**src/rtl/fetch_unit_pkg.sv**
```systemverilog
// fetch_unit_pkg
// Declarations shared by the fetch unit and the control decoder:
//   - fetch FSM state encoding
//   - default reset PC
//   - opcode constants
//   - small PC arithmetic helpers
package fetch_unit_pkg;

  typedef enum logic [0:0] {
    S_REQ  = 1'b0,  // requesting a word from instruction memory
    S_HOLD = 1'b1   // holding a word until decode accepts it
  } fetch_state_t;

  localparam logic [31:0] RESET_PC_DEFAULT = 32'h0000_0000;
  localparam logic [31:0] INSTR_BYTES      = 32'd4;

  localparam logic [5:0] OP_RTYPE = 6'b000000;
  localparam logic [5:0] OP_LW    = 6'b100011;
  localparam logic [5:0] OP_SW    = 6'b101011;
  localparam logic [5:0] OP_BEQ   = 6'b000100;

  // Word offset to byte offset. Bits shifted out of the top are
  // intentionally lost, because PC arithmetic wraps modulo 2^32.
  function automatic logic [31:0] word_offset(input logic [31:0] off);
    return {off[29:0], 2'b00};
  endfunction

  // Extract the opcode field of an instruction word.
  function automatic logic [5:0] opcode_of(input logic [31:0] word);
    return word[31:26];
  endfunction

endpackage

```
**src/rtl/fetch_unit_next_pc.sv**
```systemverilog
// fetch_unit_next_pc
// Combinational next-PC selection for the fetch unit.
// Inputs:
//   pc_instr      - address the current instruction was fetched from
//   branch_taken  - branch & zero for that instruction
//   branch_offset - sign-extended word offset
// Output:
//   next_pc       - pc_instr + 4, or pc_instr + 4 + (branch_offset << 2) when taken
module fetch_unit_next_pc
  import fetch_unit_pkg::*;
(
  input  logic [31:0] pc_instr,
  input  logic        branch_taken,
  input  logic [31:0] branch_offset,
  output logic [31:0] next_pc
);

  logic [31:0] seq_pc_s;

  // Sequential or branch target; every add wraps naturally at 32 bits.
  always_comb begin
    seq_pc_s = pc_instr + INSTR_BYTES;
    if (branch_taken) begin
      next_pc = seq_pc_s + word_offset(branch_offset);
    end else begin
      next_pc = seq_pc_s;
    end
  end

endmodule

```
**src/rtl/fetch_unit.sv**
```systemverilog
// fetch_unit
// Two-state instruction fetch.
// The unit requests the word at PC from instruction memory, then holds the
// returned word in the instruction register until decode accepts it. On
// acceptance it computes the next PC, taking a branch if needed, and counts
// the instruction.
// Ports:
//   clk, reset                   - clock, synchronous active-high reset
//   imem_req/imem_addr           - memory read request and word byte address
//   imem_ack/imem_data           - memory response
//   instr_valid/instr_ready      - handshake with decode
//   instr, op, pc_instr          - held instruction, its opcode, and its fetch address
//   branch, zero, branch_offset  - branch resolution, sampled on the handshake only
//   fetch_count                  - number of accepted instructions (wraps)
module fetch_unit
  import fetch_unit_pkg::*;
#(
  parameter logic [31:0] RESET_PC = RESET_PC_DEFAULT
) (
  input  logic        clk,
  input  logic        reset,
  output logic        imem_req,
  output logic [31:0] imem_addr,
  input  logic        imem_ack,
  input  logic [31:0] imem_data,
  output logic        instr_valid,
  input  logic        instr_ready,
  output logic [31:0] instr,
  output logic [5:0]  op,
  output logic [31:0] pc_instr,
  input  logic        branch,
  input  logic        zero,
  input  logic [31:0] branch_offset,
  output logic [31:0] fetch_count
);

  fetch_state_t state_r;
  logic         imem_req_r;
  logic         instr_valid_r;
  logic [31:0]  pc_r;
  logic [31:0]  instr_r;
  logic [31:0]  pc_instr_r;
  logic [31:0]  fetch_count_r;
  logic [31:0]  next_pc_s;
  logic         branch_taken_s;

  // Branch qualifier. It only matters when the handshake occurs.
  always_comb begin
    branch_taken_s = branch & zero;
  end

  fetch_unit_next_pc u_next_pc (
    .pc_instr      (pc_instr_r),
    .branch_taken  (branch_taken_s),
    .branch_offset (branch_offset),
    .next_pc       (next_pc_s)
  );

  // Fetch FSM with registered request/valid flags and datapath registers.
  // Reset is checked first, so it overrides any ack or handshake in the
  // same cycle.
  always_ff @(posedge clk) begin
    if (reset) begin
      state_r       <= S_REQ;
      imem_req_r    <= 1'b1;
      instr_valid_r <= 1'b0;
      pc_r          <= RESET_PC;
      instr_r       <= 32'h0000_0000;
      pc_instr_r    <= 32'h0000_0000;
      fetch_count_r <= 32'h0000_0000;
    end else begin
      case (state_r)
        S_REQ: begin
          if (imem_ack) begin
            instr_r       <= imem_data;
            pc_instr_r    <= pc_r;
            state_r       <= S_HOLD;
            imem_req_r    <= 1'b0;
            instr_valid_r <= 1'b1;
          end else begin
            state_r <= S_REQ;
          end
        end
        S_HOLD: begin
          if (instr_ready) begin
            pc_r          <= next_pc_s;
            fetch_count_r <= fetch_count_r + 32'd1;
            state_r       <= S_REQ;
            imem_req_r    <= 1'b1;
            instr_valid_r <= 1'b0;
          end else begin
            state_r <= S_HOLD;
          end
        end
        default: begin
          state_r       <= S_REQ;
          imem_req_r    <= 1'b1;
          instr_valid_r <= 1'b0;
        end
      endcase
    end
  end

  assign imem_req    = imem_req_r;
  assign imem_addr   = pc_r;
  assign instr_valid = instr_valid_r;
  assign instr       = instr_r;
  assign op          = opcode_of(instr_r);
  assign pc_instr    = pc_instr_r;
  assign fetch_count = fetch_count_r;

endmodule

```
**config.mk**
```make
export PLATFORM = sky130hd
export DESIGN_NAME = fetch_unit
export DESIGN_NICKNAME = d
export VERILOG_FILES = /design/src/rtl/fetch_unit_pkg.sv /design/src/rtl/fetch_unit_next_pc.sv /design/src/rtl/fetch_unit.sv
export SDC_FILE = /design/constraint.sdc
export NUM_CORES = 1
export LEC_CHECK = 0
export CAP_MARGIN = 0
export CORE_ASPECT_RATIO = 1.25
export CORE_UTILIZATION = 45
export DETAILED_ROUTE_END_ITERATION = 10
export HOLD_SLACK_MARGIN = 0.15
export PLACE_DENSITY_LB_ADDON = 0.25
export REMOVE_ABC_BUFFERS = 1
export SLEW_MARGIN = 20
export SYNTH_ARGS = -nofsm -noshare
export SYNTH_HDL_FRONTEND = slang
export SYNTH_SLANG_ARGS = --single-unit
```
**constraint.sdc**
```tcl
create_clock -name clk -period 5.6 [get_ports clk]
set_input_delay 0.84 -clock clk [delete_from_list [all_inputs] [get_ports clk]]
set_output_delay 0.84 -clock clk [all_outputs]
set_load 0.02 [all_outputs]
```
==> run metrics, run 1 <==
Max VDD drop=0.238 mV; sequential share of power=40.3%; Switch Pwr=671 µW; P per Cell Area=248 nW/µm²; Hold Crit Class=reg2reg; Slew Viols, Final=0; row count=51; antenna violations before repair=0; TritonRoute pass-1 iters=5; Tmin final=4020 ps; skew final=7.89 ps; RSZ-0062 raised after global routing=false; Max Freq=0.249 GHz; post-route cell area=9910 µm²; Area after DPL=9330 µm²; routed via count=7,146; P_int=1780 µW; Layout Nets=1,204; setup TNS=0 ps; Reg clk slew, reported paths=60 ps; max-cap violation count=0; final core utilization=63.4%; Port Buf Inserts=203; Async S/R FF share, synth=0%; Post-DRT Antenna Nets=0; CP required=5870 ps; switching share of power=27.3%; Layout area overhead=36.9%; post-cts resize count=0; Comb power frac=14.8%; dominant cell type by area after synthesis=dfxtp_1; Die ar.=16,600 µm²; DRC Markers=0; synthesized flop and latch total=131; initial core utilization=46.3%; hold buffers post-CTS=0; cells after synthesis=924; largest net degree at the start of global routing=64; top cells by area, synth=dfxtp_1 36%, nand2_1 11%, a21oi_1 7.9%; CTS Root Cell=clkbuf_16; clock sinks=131; GR Overflow Total=0; CTS Buf Count=17; routed length per instance=16.3 µm; P_leak=0.00368 µW; Synth Flop Type=dfxtp_1; Critical Path Start Type=flop; Post-synth EDFFs=0; GP Congestion=0.933; fin crit share=71.7%; Slew @ Worst Pin=825 ps; Hold Fails Final Rpt=0; Clock power frac=44.9%; Longest Clk Path Bufs=2; most frequent cell after synthesis=nand2_1; Commonest cells post-synth=208 x nand2_1, 131 x dfxtp_1, 114 x a21oi_1, 66 x nor2_1, 46 x xnor2_1; Seq/Total Area, Yosys=36.2%; Max H-tree Level=4; total track usage=26.1%; initial DRC count=459; fill cell count=1,408; CTS tree=yes; status=completed; Post-Route WL=21.6 mm; global-route wire length before repair=33.7 mm; Worst-Skew Late Latency=430 ps; final setup fails=0; Final HPWL DP=15.5 mm; core area=15,600 µm²; fraction of layout instances using a drive strength above 1=5.42%; post-CTS setup buffers=0; die width=115 µm; via/cell ratio=5.41; Worst EP arrival=4290 ps; Slew headroom=44.9%; Ys Warns=0; die height=144 µm; Crit Path Max Fanout=9; worst setup path category=reg2reg; Yosys top cell area share=36.2%; Crit. End Element=flop; Cell variety after synth=70; Syn Std Cell Area=7240 µm²; antenna cell count=0; vias in the first global route=6,628; I/O pins=206; Mean Syn Cell Area=7.84 µm²
==> flip-flops by register name, summed over array words and instances (netlist names) <==
name         flops
fetch_count     32
imem_addr       32
imem_req         1
instr           32
instr_valid      1
pc_instr        32
state_r          1
==> path summary, 6_finish.rpt <==
kind	cells after the start	end	start	slack [ps]
hold / removal	2	instr[25]	instr[25]	450
hold reg to reg	2	instr[25]	instr[25]	450
setup / recovery	13	imem_addr[29]	pc_instr[2]	1580
setup reg to reg	13	imem_addr[29]	pc_instr[2]	1580
==> kinds of logic after synthesis <==
family,Yosys count,share of synthesized area [%]
AND/OR/NAND/NOR,375,22.8
AO/OA/AOI/OAI,227,19.8
flip-flops,131,36.2
XOR/XNOR,78,9.44
buffers and inverters,71,4.44
adder cells (fa/ha/maj),39,6.84
multiplexers,3,0.432
==> power by group through the flow <==
stage	Combinational (µW)	Clock, µW	Sequential, µW
after detailed placement	362	0	1010
final	364	1100	988
after floorplan	145	0	1040
after CTS	365	1120	989
after global routing	393	1160	992
after global placement	360	0	1010
==> critical path, stage by stage, from the launching register on <==
cell      delay (ps)
dfxtp_1          520
ha_1             270
and2_0           520
nand3_1          170
xnor2_1          210
ha_1             330
a211oi_1         310
o21bai_1         110
a21oi_1          320
o31ai_2          150
a211oi_1         510
o21ai_1          180
xnor2_1          170
o22ai_1          100
==> stage by stage <==
stage	cells	worst slack [ps]	power, µW	hold WS [ps]
final	1320	1580	2450	452
after floorplan	866	2230	1190	497
after global routing	1320	1330	2550	471
after detailed placement	1288	1670	1370	446
after CTS	1320	1640	2470	454
after global placement	1288	1680	1370	441
==> cell usage in the layout (no fill, tap or decap), types with 3 or more instances in the layout <==
cell and instances:
a211o_1 4, a211oi_1 6, a21o_1 12, a21oi_1 114, a22oi_1 3, a311oi_1 8
and2_1 6, and3_1 14, and4_1 6, buf_4 8, clkbuf_16 17, clkdlybuf4s50_1 202
clkinv_4 4, clkinvlp_4 3, dfxtp_1 131, ha_1 38, inv_1 13, inv_6 3
nand2_1 208, nand3_1 26, nand4_1 21, nor2_1 66, nor3_1 11, o211ai_1 6
o21ai_0 33, o21bai_1 5, o22ai_1 3, or3_1 5, xnor2_1 46, xor2_1 32
==> metal layers <==
layer | global-route usage, % | wire length (µm) | vias to the layer above
met5 | 0 | 0 | -
met4 | 9.57 | 506 | 0
met3 | 6.03 | 1320 | 41
met2 | 44.6 | 10500 | 220
met1 | 31.7 | 9220 | 3331
li1 | - | - | 3554
==> area by class of cell <==
type	count	area (µm²)	share of cell area, %
timing repair buffer	210	2080	21.0
clock buffer	18	429	4.33
inverter	13	48.8	0.492
tap	212	265	2.68
clock inverter	14	154	1.55
multi-input combinational	722	4310	43.5
sequential	131	2620	26.5
Power figures use the tool's default switching activity.
==> inputs of run 2 (changes only) <==
- CORE_UTILIZATION: 45 -> 44
- clock period: 5.6 -> 3.2 ns (I/O delays scaled with it)
==> run 2 against run 1 <==
  * The flow now finishes with violations (negative setup slack)
  * Worst hold slack improved by 0.78 ps
  * Highest routed layer unchanged
  * Sequential share of layout area decreased by 3.5 points
  * Critical path depth unchanged
  * Maximum frequency increased by 22%
  * Register-to-register slack got worse by 1700 ps
  * Cell area increased by 16%
  * Cell count increased by 9.6%
==> run metrics, run 2 (same netlist as run 1, synthesis figures left out) <==
status=finished with violations; failing checks=negative setup slack; sequential share of power=36.0%; Longest Clk Path Bufs=2; hold_ws=453 ps; P per Cell Area=418 nW/µm²; Post-DRT Antenna Nets=0; fin crit share=103%; CTS Root Cell=clkbuf_16; WHS Endpoint=instr[9]; Tmin final=3300 ps; fraction of layout instances using a drive strength above 1=21.2%; Reg clk slew, reported paths=60 ps; total track usage=27.9%; hold-critical path depth=2; I/O pins=206; antenna violations before repair=0; hold buffers post-CTS=0; die width=117 µm; Layout Nets=1,327; P_leak=0.00458 µW; Hold Fails Final Rpt=0; Reg2Reg Depth=13; worst setup path category=reg2reg; Critical path origin=pc_instr[8]; Worst-Skew Late Latency=430 ps; switching share of power=26.2%; P_int=3530 µW; placed cells=1,405; Post-Route WL=23.9 mm; Die ar.=17,000 µm²; vias in the first global route=7,413; antenna cell count=0; Worst R2R Setup Slack=-100 ps; Switch Pwr=1250 µW; CTS Buf Count=17; most frequent cells in the layout=202 x nand2_1, 202 x clkdlybuf4s50_1, 125 x dfxtp_1, 125 x buf_4, 97 x a21oi_1; core area=16,100 µm²; routed length per instance=16.5 µm; reg2reg start=pc_instr[8]; routed via count=7,814; TritonRoute pass-1 iters=6; Comb power frac=15.8%; Layout area overhead=58.1%; die height=145 µm; max-cap violation count=0; Crit. End Element=flop; RR Endpoint=imem_addr[30]; initial core utilization=44.9%; Final HPWL DP=16.9 mm; final setup margin=-95.4 ps; Crit Path Max Fanout=4; CP required=3530 ps; Max VDD drop=0.432 mV; row count=52; Slew @ Worst Pin=658 ps; final core utilization=70.9%; global-route wire length before repair=37.0 mm; Area after DPL=10,200 µm²; Clock power frac=48.2%; Max Freq=0.303 GHz; CTS tree=yes; Slew Viols, Final=0; Worst Hold Launch=instr[9]; GP Congestion=0.950; final setup fails=8; largest net degree at the start of global routing=52; initial DRC count=496; setup TNS=-414 ps; Hold Crit Class=reg2reg; Critical Path Start Type=flop; Final Instance Count excl. Fillers=1,447; Worst EP arrival=3620 ps; crit path max-delay cell type=nor3_4; RSZ-0062 raised after global routing=true; via/cell ratio=5.40; GR Overflow Total=0; Max H-tree Level=4; skew final=9.48 ps; sequence of cells on the critical path=and4_4, nand4_4, nor3_4, and2_4, nand3_1, xnor2_2, ha_1, buf_4, a21o_1, a221o_1, a31oi_2, mux2i_1, o41ai_2; DRC Markers=0; post-route cell area=11,400 µm²; clock sinks=131; biggest cell delay along the critical path=360 ps; Slew headroom=56.1%; Port Buf Inserts=203
run 2: final cells by class:
| type | instances | area, µm² |
|---|---|---|
| clock inverters | 15 | 267 |
| well taps | 216 | 270 |
| inverters | 13 | 48.8 |
| multi-input cells | 722 | 4760 |
| flip-flops and latches | 131 | 2630 |
| fillers | 1315 | 4690 |
| clock buffers | 17 | 425 |
| repair buffers | 333 | 3050 |
run 2: repair_timing:
item                       CTS  global route
gates resized for setup     22            78
pin swaps                   11            39
buffers inserted             2             9
setup endpoints to repair   10            13
run 2: worst max path at each step:
stage	cells past startpoint	end	slack (ps)
2_1_floorplan	14	imem_addr[30]	-170
5_1_grt	15	imem_addr[31]	-330
4_1_cts	15	imem_addr[31]	-10
3_5_place_dp	15	imem_addr[31]	-230
6_report	13	imem_addr[30]	-100
3_3_place_gp	12	imem_addr[28]	-170
run 2: critical path: cells and delay by family (launching register included):
family / cells / cell delay [ps]
and+or+nand+nor: 5 / 1050
xor gates and xnor gates: 1 / 230
buffers and inverters: 1 / 150
adders and majority gates: 1 / 290
AOI/OAI and AO/OA: 4 / 1010
muxes: 1 / 120
DFF: 1 / 330
run 2: through the flow:
step,power [µW],setup WS (ps)
6_report,4780,-95.4
3_5_place_dp,2470,-226
3_3_place_gp,2460,-170
4_1_cts,4770,-11.6
2_1_floorplan,2080,-168
5_1_grt,4950,-331
run 2: metal layers:
metal  track usage (%)  part of all wire [%]  up-vias
li1                  -                     -     3792
met1              33.5                    41     3683
met2              47.0                    50      281
met3              6.41                   5.9       58
met4              11.6                   3.3        0
met5                 0                     0        -
run 2: power groups by stage:
stage | clock network [µW] | logic, µW | registers, µW
after CTS | 2330 | 724 | 1720
after global placement | 0 | 706 | 1760
final | 2310 | 754 | 1720
after global routing | 2420 | 808 | 1730
after floorplan | 0 | 253 | 1830
after detailed placement | 0 | 711 | 1760
